[config.mk]
export PLATFORM = sky130hd
export DESIGN_NAME = mesh_drain
export DESIGN_NICKNAME = d
export VERILOG_FILES = /design/src/rtl/mesh_drain.sv
export SDC_FILE = /design/constraint.sdc
export NUM_CORES = 1
export LEC_CHECK = 0
export CORE_AREA = 2 2 145 147
export CTS_BUF_LIST = sky130_fd_sc_hd__clkbuf_4
export DETAILED_ROUTE_END_ITERATION = 8
export DIE_AREA = 0 0 147 149
export PLACE_DENSITY_LB_ADDON = 0.15
export SLEW_MARGIN = 0
export SYNTH_ARGS = -nofsm -noshare
export SYNTH_HDL_FRONTEND = slang
export SYNTH_SLANG_ARGS = --single-unit
[constraint.sdc]
create_clock -name clk -period 4.6 [get_ports clk]
set_clock_uncertainty 0.1 [all_clocks]
set_input_delay 0.69 -clock clk [delete_from_list [all_inputs] [get_ports clk]]
set_output_delay 0.69 -clock clk [all_outputs]
set_load 0.05 [all_outputs]
[src/rtl/mesh_drain.sv]
// mesh_drain: snapshots the sorted mesh register array on completion and
// streams its cells out one per beat in snake or row-major order.
module mesh_drain #(
    parameter int WIDTH = 8,
    parameter int ROWS  = 4,
    parameter int COLS  = 4,
    parameter int SNAKE = 1,
    localparam int N    = ROWS * COLS,
    localparam int IW   = (N > 1) ? $clog2(N) : 1
) (
    input  logic                   clk,
    input  logic                   reset,
    input  logic [N*WIDTH-1:0]     mesh_flat,
    input  logic                   mesh_done,
    output logic [WIDTH-1:0]       out_data,
    output logic                   out_valid,
    input  logic                   out_ready,
    output logic                   out_last,
    output logic [IW-1:0]          out_index,
    output logic                   busy,
    output logic                   overrun
);

    typedef enum logic {
        IDLE,
        STREAM
    } state_t;

    localparam logic [IW-1:0] LAST = IW'(N - 1);
    localparam logic          ONE  = (N == 1);

    state_t               state_q;
    logic [N*WIDTH-1:0]   snap_q;
    logic [IW-1:0]        k_q;
    logic [WIDTH-1:0]     data_q;
    logic                 valid_q;
    logic                 last_q;
    logic                 busy_q;
    logic                 ovr_q;

    logic                 hs;
    logic                 fin;
    logic [WIDTH-1:0]     data_d;

    // Cell (flat index) holding the k-th element of the read-out order.
    function automatic int cell_of(input int k);
        int r;
        int j;
        int c;
        r = k / COLS;
        j = k % COLS;
        c = (SNAKE != 0 && (r % 2) == 1) ? (COLS - 1 - j) : j;
        return r * COLS + c;
    endfunction

    assign hs  = valid_q & out_ready;
    assign fin = hs && (k_q == LAST);

    // Element following the current one, fetched from the snapshot.
    always_comb begin
        data_d = '0;
        for (int i = 0; i < N; i++) begin
            if (i == int'(k_q) + 1) begin
                data_d = snap_q[cell_of(i)*WIDTH +: WIDTH];
            end
        end
    end

    // Capture / stream FSM with all outputs registered.
    always_ff @(posedge clk or negedge reset) begin
        if (!reset) begin
            state_q <= IDLE;
            snap_q  <= '0;
            k_q     <= '0;
            data_q  <= '0;
            valid_q <= 1'b0;
            last_q  <= 1'b0;
            busy_q  <= 1'b0;
            ovr_q   <= 1'b0;
        end else begin
            ovr_q <= 1'b0;
            unique case (state_q)
                IDLE: begin
                    if (mesh_done) begin
                        snap_q  <= mesh_flat;
                        k_q     <= '0;
                        data_q  <= mesh_flat[cell_of(0)*WIDTH +: WIDTH];
                        valid_q <= 1'b1;
                        last_q  <= ONE;
                        busy_q  <= 1'b1;
                        state_q <= STREAM;
                    end
                end
                STREAM: begin
                    if (fin) begin
                        if (mesh_done) begin
                            snap_q <= mesh_flat;
                            k_q    <= '0;
                            data_q <= mesh_flat[cell_of(0)*WIDTH +: WIDTH];
                            last_q <= ONE;
                        end else begin
                            valid_q <= 1'b0;
                            busy_q  <= 1'b0;
                            last_q  <= 1'b0;
                            state_q <= IDLE;
                        end
                    end else begin
                        if (mesh_done) begin
                            ovr_q <= 1'b1;
                        end
                        if (hs) begin
                            k_q    <= k_q + 1'b1;
                            data_q <= data_d;
                            last_q <= ((k_q + 1'b1) == LAST);
                        end
                    end
                end
                default: state_q <= IDLE;
            endcase
        end
    end

    assign out_data  = data_q;
    assign out_valid = valid_q;
    assign out_last  = last_q;
    assign out_index = k_q;
    assign busy      = busy_q;
    assign overrun   = ovr_q;

endmodule
======== Yosys cells after proc, flatten, opt, wreduce, memory -nomap -nowiden ========
Cells that the tools add are included.
word-level totals
  flip-flop bits (word level) ............. 144
operators by class
  bitwise operators ....................... 2
  reductions and logical operators ........ 4
  mux-type cells .......................... 40
  equal/unequal tests ..................... 21
  add/subtract/negate cells ............... 2
operator list
  kind                   number
  $mux W128              2
  $pmux W128 S2          1
  $eq A5 B32 Y1 const A  7
  $mux W8                19
  $eq A4 B32 Y1 const A  4
  $eq A3 B32 Y1 const A  2
  $eq A2 B32 Y1 const A  1
  $logic_not A32 Y1      1
  $pmux W8 S2            1
  $mux W4                3
  $mux W1                10
  $eq A4 B4 Y1 const B   2
  $pmux W4 S2            1
  $pmux W1 S2            3
  $add A4 B1 Y5 const B  1
  $eq A4 B5 Y1 const A   1
  $add A4 B1 Y4 const B  1
  $ne A2 B2 Y1 const B   2
  $ne A3 B1 Y1 const B   1
  $reduce_and A3 Y1      1
  $ne A2 B1 Y1 const B   1
  $reduce_and A2 Y1      1
  $and A1 B1 Y1          1
  $logic_and A1 B1 Y1    1
  $not A1 Y1             1

======== Longest topological paths before layout ========
  word-level depth ........................ 21
  depth in mapped cells ................... 11
  gate-level depth less buffers ........... 9

======== Worst setup path after synthesis ========
Ideal clock, no wire load.
  kind .................................... reg2reg
  start ................................... register k_q[0] (netlist: out_index[0])
  end ..................................... register data_q[6] (netlist: out_data[6])
  period minus slack after synthesis ...... 2639 ps
  setup time .............................. 122 ps
  path slack .............................. 1961 ps
  data arrival time ....................... 2417 ps
  stages on the path, launching flop included .. 10
  cell sequence ........................... dfrtp_1 > inv_1 > ha_1 > or2_2 > clkbuf_1 > a221oi_1 > o32a_1 > o221ai_1 > a21o_1 > a32o_1
between the ends
  longest elaborated chain between the ends .. 21
  elaborated cells on any way between the ends .. 39
  those cells by class .................... 1 x add/sub; 17 x eq/ne; 19 x mux; 2 x reduce/logical
ends and longest elaborated chain
  item                    RTL line  text
  from (decl)             34        logic [IW-1:0] k_q;
  from (signal assigned)  112       k_q <= k_q + 1'b1;
  $add A4 B1 Y5           63        if (i == int'(k_q) + 1) begin
  $logic_not A32 Y1       63
  $mux W8 (16 in series)  63
  $mux W8                 111       if (hs) begin
  $mux W8                 95        if (fin) begin
  $pmux W8 S2             82        unique case (state_q)
  to (signal assigned)    87        data_q <= mesh_flat[cell_of(0)*WIDTH +: WIDTH];
  to (signal assigned)    99        data_q <= mesh_flat[cell_of(0)*WIDTH +: WIDTH];
  to (signal assigned)    113       data_q <= data_d;
  to (decl)               35        logic [WIDTH-1:0] data_q;
Several ways; a longest one is shown, not always the timed one. The select of a mux whose other input is x is not followed.
A chain may end at the register's enable or synchronous reset.

======== Worst setup path in the final report ========
  start ................................... register k_q[0] (netlist: out_index[0])
  end ..................................... register data_q[7] (netlist: out_data[7])
Same word-level chain as after synthesis.

==> impl_metrics.ini <==
[die]
die_x_um = 147
core_area_um2 = 20600
num_rows = 53
dieArea_um2 = 21900
ios = 148
start_util_pct = 34.0
die_y_um = 149

[place]
place_congestion = 0.907
portBuffers = 147
dp_hpwl_um = 16200

[global_route]
met1_usage_pct = 30.4
grt_max_degree = 86
antenna_found_initial = 1
grt_pass1_vias = 6244
grt_first_pass_wirelength_um = 35700
grt_use_total_pct = 21.3
busiest_layer = met2
met2_usage_pct = 33.5
met3_usage_pct = 3.88
grt-ovfl-total = 0

[setup_path]
cp.arrival_ns = 3.69
worst_setup_path_end_kind = register
rr_startpoint = out_index[0]
r2r_cells = 9
cp.required_ns = 4.92
worst_setup_path_start_kind = register
critPathMaxFanout = 23
worstSetupPathType = reg -> reg
cp-startpoint = out_index[0]
reg2reg_to = out_data[7]
reg2reg_slack_ns = 1.23

[flow_run]
cap_violations = 0

[synthesis]
ys_ff_latch = 144
synth_area_um2 = 6980
async_reset_ff_share_pct = 100
synth.distinct_cells = 51
synth_nets = 993
synthFlopType = dfrtp_1
yosysSeqAreaShare_pct = 51.6
synthCells = 856
yosysWarnings = 0
synth_top_cell_by_area = dfrtp_1
synth_top_cell_area_share_pct = 51.6
synth_area_leaders = dfrtp_1, nand2_1, o22ai_1, a21oi_1, o21ai_0
synth-edff-count = 0
avgSynthCellArea_um2 = 8.15

[run_status]
status = finished clean

[cts]
root_buffer = clkbuf_4
cts_sinks = 144
holdBufCountCts = 1
post_cts_resized = 0
cts_setup_buffers = 0
insertion_delay_ns = 0.57
cts_tree = yes
clockBufferDepth = 2
numCtsBuffers = 17
htree_levels = 4
cts.clk_slew.worst_paths_ns = 0.12

[route]
postRouteAntennaNets = 0
drt_iter0_markers = 573
viasPerCell = 4.94
drt_wl_total_um = 22700
vias = 6260
drc = 0
first_pass_iters = 6
wire_per_inst_um = 17.9

[sta]
tns_ns = 0
timing.slew.headroom_pct = 27.6
min_period_ns = 3.37
fin_crit_sh_pct = 73.3
drv_slew = 0
rsz0062_at_grt = no
setup_viol = 0
hold_ws_ns = 0.392
tightest_slew_ns = 1.09
fmax_mhz = 297
final-hold-violation-count = 0

[hold_path]
min_path_type = reg -> reg
holdPathStages = 2
min_from = snap_q[54]
hold_end = snap_q[54]

[power_and_ir_drop]
power.density_nw_per_um2 = 415
total_leakage_power_nw = 4.20
ir_drop_v = 0.000167

[final_layout]
n_fill_cell = 2106
syn2layout_area_growth_pct = 28.0
drive_above_1_share_pct = 4.95
fin_nets = 1114
==> state kept, by name (all words and copies together) (netlist names) <==
signal	cells
busy	1
out_data	8
out_index	4
out_last	1
overrun	1
snap_q	128
state_q	1
==> synthesized netlist by cell type, types with 2 or more instances <==
| library cell | count |
|---|---|
| a21oi_1 | 32 |
| o221ai_1 | 9 |
| a32oi_1 | 2 |
| nand2_1 | 413 |
| a22oi_1 | 5 |
| a21o_1 | 6 |
| buf_2 | 27 |
| buf_4 | 2 |
| and2_1 | 2 |
| o22ai_1 | 28 |
| nand2b_1 | 8 |
| buf_6 | 3 |
| o31ai_1 | 3 |
| a221o_1 | 7 |
| nand4_1 | 3 |
| clkbuf_1 | 22 |
| nand3_1 | 8 |
| a221oi_1 | 14 |
| buf_1 | 2 |
| o21ai_1 | 3 |
| ha_1 | 5 |
| o21a_1 | 6 |
| inv_1 | 7 |
| o32a_1 | 2 |
| a31oi_1 | 10 |
| nor2b_1 | 4 |
| nor3_1 | 3 |
| nor2_1 | 22 |
| o21ai_0 | 32 |
| dfrtp_1 | 144 |
| a2bb2oi_1 | 2 |
==> worst max path at each step <==
stage	end	slack [ns]	cells past startpoint
6_report	out_data[7]	1.23	9
5_1_grt	out_data[7]	1.07	9
4_1_cts	out_data[7]	1.23	9
3_5_place_dp	out_data[7]	1.27	9
3_3_place_gp	out_data[7]	1.33	9
2_1_floorplan	out_data[6]	1.96	9
==> critical path, cell delays in order (launching register included) <==
cell     delay, ns
dfrtp_1       0.57
inv_1         0.11
ha_1          0.33
inv_1         0.64
nand2_1       0.31
a21o_1        0.24
o21ai_0       0.19
o31ai_1       0.11
o31ai_1       0.48
a22oi_1       0.16
==> metal layers <==
layer  share of wire [%]  vias to the layer above
met1                  47                     2938
met4                 1.7                        0
li1                    -                     3104
met3                 5.3                       24
met5                   0                        -
met2                  46                      194
==> cell usage in the layout (no fill, tap or decap), types with 5 or more instances in the layout <==
| cell | count |
|---|---|
| o22ai_1 | 28 |
| a22oi_1 | 5 |
| a21o_1 | 6 |
| a21oi_1 | 32 |
| o21a_1 | 6 |
| nand2_1 | 412 |
| a221o_1 | 7 |
| clkdlybuf4s50_1 | 146 |
| nand2b_1 | 8 |
| nand3_1 | 8 |
| o221ai_1 | 9 |
| buf_4 | 9 |
| nor2_1 | 21 |
| clkbuf_4 | 17 |
| a31oi_1 | 10 |
| ha_1 | 5 |
| o21ai_0 | 32 |
| dfrtp_1 | 144 |
| a221oi_1 | 14 |
| inv_1 | 7 |
==> kinds of logic (layout without fill, tap and decap cells) <==
| logic type | count (synthesis) | after routing | synth area share, % |
|---|---|---|---|
| AO/OA/AOI/OAI | 171 | 171 | 16.4 |
| other | 0 | 1 | 0 |
| multiplexers | 1 | 1 | 0.143 |
| buffers and inverters | 64 | 198 | 4.36 |
| adder cells (fa/ha/maj) | 5 | 5 | 0.896 |
| AND/OR/NAND/NOR | 471 | 471 | 26.6 |
| flip-flops | 144 | 144 | 51.6 |
==> area by class of cell <==
class	count	area [um2]	share of cell area [%]
flip-flops and latches	144	3600	40.3
multi-input cells	648	3090	34.6
clock buffers	17	128	1.43
repair buffers	158	1570	17.6
clock inverters	15	169	1.89
well taps	275	344	3.85
diodes	1	2.50	0.0280
inverters	8	30.0	0.336
==> where the power goes <==
part           total (W)  internal [W]  switching (W)
registers        0.00158       0.00143       0.000150
clock network   0.000859      0.000372       0.000487
logic            0.00127      0.000498       0.000772
total            0.00371       0.00230        0.00141
==> per-stage QoR <==
stage	worst slack (ns)	instances	utilization [%]	instance area (um2)	total power (W)
2_1_floorplan	1.96	856	-	6980	0.00234
3_3_place_gp	1.33	1232	42.0	8620	0.00285
3_5_place_dp	1.27	1232	42.0	8620	0.00286
4_1_cts	1.23	1265	43.4	8930	0.00373
5_1_grt	1.07	1266	43.5	8930	0.00391
6_report	1.23	1266	43.5	8930	0.00371
Power figures use the tool's default switching activity.
